**src/rtl/serial_sub_ctrl_pkg.sv**
```systemverilog
// rtl/serial_sub_ctrl_pkg.sv - shared state encodings and full-subtractor equations
package serial_sub_ctrl_pkg;

  typedef enum logic [1:0] {
    ST_IDLE = 2'd0,
    ST_RUN  = 2'd1,
    ST_DONE = 2'd2
  } state_t;

  // One-bit full subtractor p - q - bi:
  //   d  = p ^ q ^ bi
  //   bo = (q & bi) | (~p & bi) | (q & ~p)
  function automatic logic sub_diff(input logic p, input logic q, input logic bi);
    return p ^ q ^ bi;
  endfunction

  function automatic logic sub_borrow(input logic p, input logic q, input logic bi);
    return (q & bi) | (~p & bi) | (q & ~p);
  endfunction

endpackage

```
**src/rtl/serial_sub_ctrl_cell.sv**
```systemverilog
// rtl/serial_sub_ctrl_cell.sv - combinational 1-bit full subtractor
module full_sub_cell
  import serial_sub_ctrl_pkg::*;
(
  input  logic p,
  input  logic q,
  input  logic bin,
  output logic d,
  output logic bout
);

  assign d    = sub_diff(p, q, bin);
  assign bout = sub_borrow(p, q, bin);

endmodule

```
**src/rtl/serial_sub_ctrl.sv**
```systemverilog
// rtl/serial_sub_ctrl.sv - bit-serial subtraction controller with valid/ready handshakes
module serial_sub_ctrl
  import serial_sub_ctrl_pkg::*;
#(
  parameter int WIDTH = 8,
  parameter int CNT_W = $clog2(WIDTH)
) (
  input  logic             clk,
  input  logic             rst_n,
  input  logic             start_valid,
  output logic             start_ready,
  input  logic [WIDTH-1:0] a_in,
  input  logic [WIDTH-1:0] b_in,
  input  logic             bin_in,
  output logic             res_valid,
  input  logic             res_ready,
  output logic [WIDTH-1:0] diff_out,
  output logic             bout_out,
  output logic             busy
);

  localparam logic [CNT_W-1:0] LAST_BIT = CNT_W'(WIDTH - 1);

  state_t            state;
  state_t            state_nxt;
  logic [WIDTH-1:0]  a_sh;
  logic [WIDTH-1:0]  b_sh;
  logic [WIDTH-1:0]  res_sh;
  logic [WIDTH-1:0]  res_nxt;
  logic              borrow;
  logic [CNT_W-1:0]  cnt;
  logic              cell_d;
  logic              cell_bo;
  logic              last_bit;

  full_sub_cell u_cell (
    .p    (a_sh[0]),
    .q    (b_sh[0]),
    .bin  (borrow),
    .d    (cell_d),
    .bout (cell_bo)
  );

  assign last_bit = (cnt == LAST_BIT);
  // New difference bit enters at the MSB; after WIDTH shifts the word is LSB-aligned.
  assign res_nxt  = (res_sh >> 1) | {cell_d, {(WIDTH-1){1'b0}}};

  assign start_ready = (state == ST_IDLE);
  assign res_valid   = (state == ST_DONE);
  assign busy        = (state == ST_RUN) || (state == ST_DONE);

  // State register.
  always_ff @(posedge clk or negedge rst_n) begin
    if (!rst_n) begin
      state <= ST_IDLE;
    end else begin
      state <= state_nxt;
    end
  end

  // Next-state decode; the unused encoding falls back to IDLE.
  always_comb begin
    state_nxt = state;
    case (state)
      ST_IDLE: if (start_valid) state_nxt = ST_RUN;
      ST_RUN:  if (last_bit)    state_nxt = ST_DONE;
      ST_DONE: if (res_ready)   state_nxt = ST_IDLE;
      default:                  state_nxt = ST_IDLE;
    endcase
  end

  // Operand load, per-bit shifting, borrow chaining and result capture.
  always_ff @(posedge clk or negedge rst_n) begin
    if (!rst_n) begin
      a_sh     <= '0;
      b_sh     <= '0;
      res_sh   <= '0;
      borrow   <= 1'b0;
      cnt      <= '0;
      diff_out <= '0;
      bout_out <= 1'b0;
    end else begin
      case (state)
        ST_IDLE: begin
          if (start_valid) begin
            a_sh   <= a_in;
            b_sh   <= b_in;
            res_sh <= '0;
            borrow <= bin_in;
            cnt    <= '0;
          end
        end
        ST_RUN: begin
          a_sh   <= a_sh >> 1;
          b_sh   <= b_sh >> 1;
          res_sh <= res_nxt;
          borrow <= cell_bo;
          if (last_bit) begin
            // Counter parks at zero so it never runs past the last bit index.
            cnt      <= '0;
            diff_out <= res_nxt;
            bout_out <= cell_bo;
          end else begin
            cnt <= cnt + CNT_W'(1);
          end
        end
        default: ;
      endcase
    end
  end

endmodule

```
**config.mk**
```make
export PLATFORM = sky130hd
export DESIGN_NAME = serial_sub_ctrl
export DESIGN_NICKNAME = d
export VERILOG_FILES = /design/src/rtl/serial_sub_ctrl_pkg.sv /design/src/rtl/serial_sub_ctrl_cell.sv /design/src/rtl/serial_sub_ctrl.sv
export SDC_FILE = /design/constraint.sdc
export NUM_CORES = 1
export LEC_CHECK = 0
export BUFFER_PORTS_ARGS = -buffer_cell sky130_fd_sc_hd__buf_2
export CORE_AREA = 2 2 65 67
export DETAILED_ROUTE_END_ITERATION = 7
export DIE_AREA = 0 0 67 69
export PLACE_DENSITY_LB_ADDON = 0.1
export SYNTH_ARGS = -nofsm -noshare
export SYNTH_HDL_FRONTEND = slang
export SYNTH_SLANG_ARGS = --single-unit
```
**constraint.sdc**
```tcl
create_clock -name clk -period 2.1 [get_ports clk]
set_input_delay 0.105 -clock clk [delete_from_list [all_inputs] [get_ports clk]]
set_output_delay 0.105 -clock clk [all_outputs]
set_load 0.02 [all_outputs]
```
==> summary.json <==
{
  "numCtsBuffers": 5,
  "drc": 0,
  "total_internal_power_uw": 1990,
  "post_synth_main_area_contributors": "dfrtp_1 (56%), mux2i_1 (9.4%), mux2_2 (6.6%)",
  "die_x_um": 67,
  "clk_latency_ns": 0.30,
  "critical_path.reg2reg.startpoint": "state[1]",
  "areaGrowthSynthToFinish_pct": 21.7,
  "drt_iter0_markers": 99,
  "routed_wirelength_mm": 3.06,
  "synth_top_area_cell": "dfrtp_1",
  "finalSetupTns_ns": 0,
  "min-delay-start": "a_in[5]",
  "setup-violations-final": 0,
  "synth_most_common_cell": "dfrtp_1",
  "critical_path.slowest_cell": "dfrtp_1",
  "fmax_mhz": 572,
  "drt_pre_antenna_iters": 4,
  "finalMaxSlewViolations": 0,
  "critical_path_peak_fanout": 30,
  "synth_cells": 139,
  "final-hold-violation-count": 0,
  "pin_count_of_the_biggest_net_entering_global_routing": 39,
  "port_buffers": 32,
  "synth-seq-cells": 38,
  "power_frac_seq_pct": 37.7,
  "final_cell_count_no_fill": 227,
  "number_of_global_route_vias_before_repair": 1158,
  "cp.arrival_ns": 1.91,
  "timing.critical_path.max_delay_family": "flip-flops",
  "effective_utilization_at_floorplan_pct": 43.4,
  "outcome": "finished, final reports clean",
  "via_per_inst": 5.00,
  "number_of_max_cap_violations": 0,
  "initial_antenna_violation_count": 0,
  "globalplace.congestion": 0.671,
  "grt-ovfl-total": 0,
  "synth_warnings": 0,
  "netlist.area_leader.share_pct": 56.0,
  "dp_hpwl_mm": 2.16,
  "die_area_um2": 4620,
  "synth_enable_flop_cells": 0,
  "avgSynthCellArea_um2": 12.2,
  "power.switching_fraction_pct": 35.2,
  "timing.setup.critical_path_class": "flop to flop",
  "fillers": 371,
  "wire_per_inst_um": 13.5,
  "slew_headroom_pct": 45.6,
  "worst-slew-pin-transition_ns": 0.816,
  "rows": 23,
  "count_of_cell_instances_traversed_by_the_critical_path": 5,
  "grt_setup_unrepaired": "false",
  "dp_cells": 218,
  "grt.total_usage_pct": 16.3,
  "cts_root_buffer": "clkbuf_8",
  "core_um2": 3910,
  "share_of_final_layout_standard_cells_stronger_than_drive_strength_1_pct": 32.8,
  "mappedNetlistArea_um2": 1700,
  "cp_num_buf_inv": 2,
  "cp_cell_sequence": "inv_1 -> ha_1 -> mux2i_4 -> buf_4 -> o21ai_0",
  "finish.net_count": 204,
  "grt_first_pass_wirelength_mm": 5.62,
  "post-route-period-util_pct": 83.2,
  "ios": 33,
  "power.static_leakage_uw": 0.00104,
  "synth_top_cells_by_count": "dfrtp_1 (38), nand2_1 (20), mux2i_1 (16), o21ai_0 (16), mux2_2 (10)",
  "clkTransAtPathRegs_ns": 0.08,
  "cts_tree": "done",
  "fin_worst_skew_ns": 0.00812,
  "worst_ir_drop_on_vdd_mv": 0.909,
  "cp_data_required_time_ns": 2.27,
  "fp.dieH_um": 69,
  "antenna-diode-count": 0,
  "synth_flop_cell": "dfrtp_1",
  "regArea_um2": 951,
  "power_dissipated_by_switching_net_loads_uw": 1080,
  "max-clock-path-buffers": 2,
  "syn_nets": 167,
  "holdPathStages": 3,
  "num_vias": 1136,
  "synth.yosys.seq_area_share_pct": 56.0,
  "r2r_cells": 5,
  "critical_path.max_stage_delay_ns": 0.41,
  "pwr-share-clk_pct": 24.1,
  "worstSetupStartpointType": "flop",
  "synth-async-reset-ratio_pct": 100,
  "power_per_cell_area_nw_per_um2": 1490,
  "final_critical_path_time_including_i_o_delays_and_setup_ns": 1.75,
  "multiInputGateArea_um2": 698,
  "synth_cell_types": 22,
  "min_path_type": "input pin to flop",
  "crit_start": "state[1]",
  "power.share.combinational_pct": 38.2,
  "cts_htree_levels": 2,
  "worst_setup_path_end_kind": "flop",
  "cts_sinks": 38,
  "antenna_left": 0
}
==> stage by stage <==
step,power [uW],hold slack (ns),setup slack (ns),cell area [um2],utilization [%]
6_report,3070,0.0882,0.352,2060,52.7
3_5_place_dp,2360,0.257,0.339,1920,49.0
4_1_cts,3120,0.0878,0.320,2060,52.7
5_1_grt,3350,0.103,0.161,2060,52.7
3_3_place_gp,2310,0.242,0.413,1920,49.0
2_1_floorplan,2050,-0.191,0.463,1700,-
==> cell usage in the layout, fill, tap and decap left out, drive strengths merged <==
| cell | instances |
|---|---|
| dfrtp | 38 |
| buf | 35 |
| nand2 | 21 |
| o21ai | 18 |
| mux2i | 16 |
| mux2 | 10 |
| a22o | 8 |
| inv | 6 |
| ha | 6 |
| clkbuf | 5 |
| nor2b | 3 |
| a31oi | 2 |
| bufinv | 2 |
| o31ai | 1 |
| nor2 | 1 |
| a221oi | 1 |
| o41ai | 1 |
| fa | 1 |
| clkinv | 1 |
| dlygate4sd3 | 1 |
==> path summary, 6_finish.rpt <==
path                            slack [ns]          end
worst max-delay path                  0.35      b_sh[2]
max in group asynchronous             1.15      a_sh[1]
worst max register to register        0.35      b_sh[2]
worst min-delay path                  0.09      a_sh[5]
min in group asynchronous             0.44  diff_out[7]
worst min register to register        0.48  diff_out[7]
==> worst register-to-register path, stage by stage, from the launching register on <==
cell     delay, ns
dfrtp_1       0.41
inv_1         0.11
ha_1          0.37
mux2i_4       0.29
buf_4         0.29
o21ai_0       0.16
==> cells by family (layout without fill, tap and decap cells) <==
family	Yosys count	count (layout)	share of synthesized area (%)
buffers and inverters	12	50	3.54
flip-flops	38	38	56.0
AND/OR/NAND/NOR	25	25	6.71
adder cells (fa/ha/maj)	7	7	5.60
multiplexers	26	26	16.1
AO/OA/AOI/OAI	31	31	12.0
==> per-layer routing <==
metal	up-vias	GRT usage [%]	part of all wire [%]
li1	557	-	-
met3	6	5.87	5.8
met5	-	0	0
met1	546	22.0	47
met2	27	23.1	45
met4	0	7.48	2.1
==> sequential cells by signal (all words and copies together), names as in the netlist <==
register	count
cnt	3
b_sh	8
res_sh	7
bout_out	1
state	2
borrow	1
diff_out	8
a_sh	8
==> what timing repair did <==
item / CTS / global route
setup buffers: 0 / 0
endpoints found under the hold margin: 38 / 0
hold buffers: 1 / 0
gates resized for setup: 0 / 0
endpoints found under the setup margin: 0 / 0
==> power by group through the flow <==
| stage | combinational (uW) | sequential (uW) | clock, uW |
|---|---|---|---|
| after global placement | 1150 | 1160 | 0 |
| final | 1170 | 1160 | 742 |
| after CTS | 1190 | 1160 | 762 |
| after detailed placement | 1190 | 1170 | 0 |
| after global routing | 1350 | 1200 | 802 |
| after floorplan | 884 | 1160 | 0 |
==> cell type report <==
cell class,instances,area share [%]
Tap cell,50,3.03
Inverter,6,1.09
Timing Repair Buffer,36,9.33
Multi-Input combinational cell,89,33.8
Sequential cell,38,46.1
Clock inverter,3,3.33
Clock buffer,5,3.33
No activity file was read; power rests on OpenSTA's default activity.
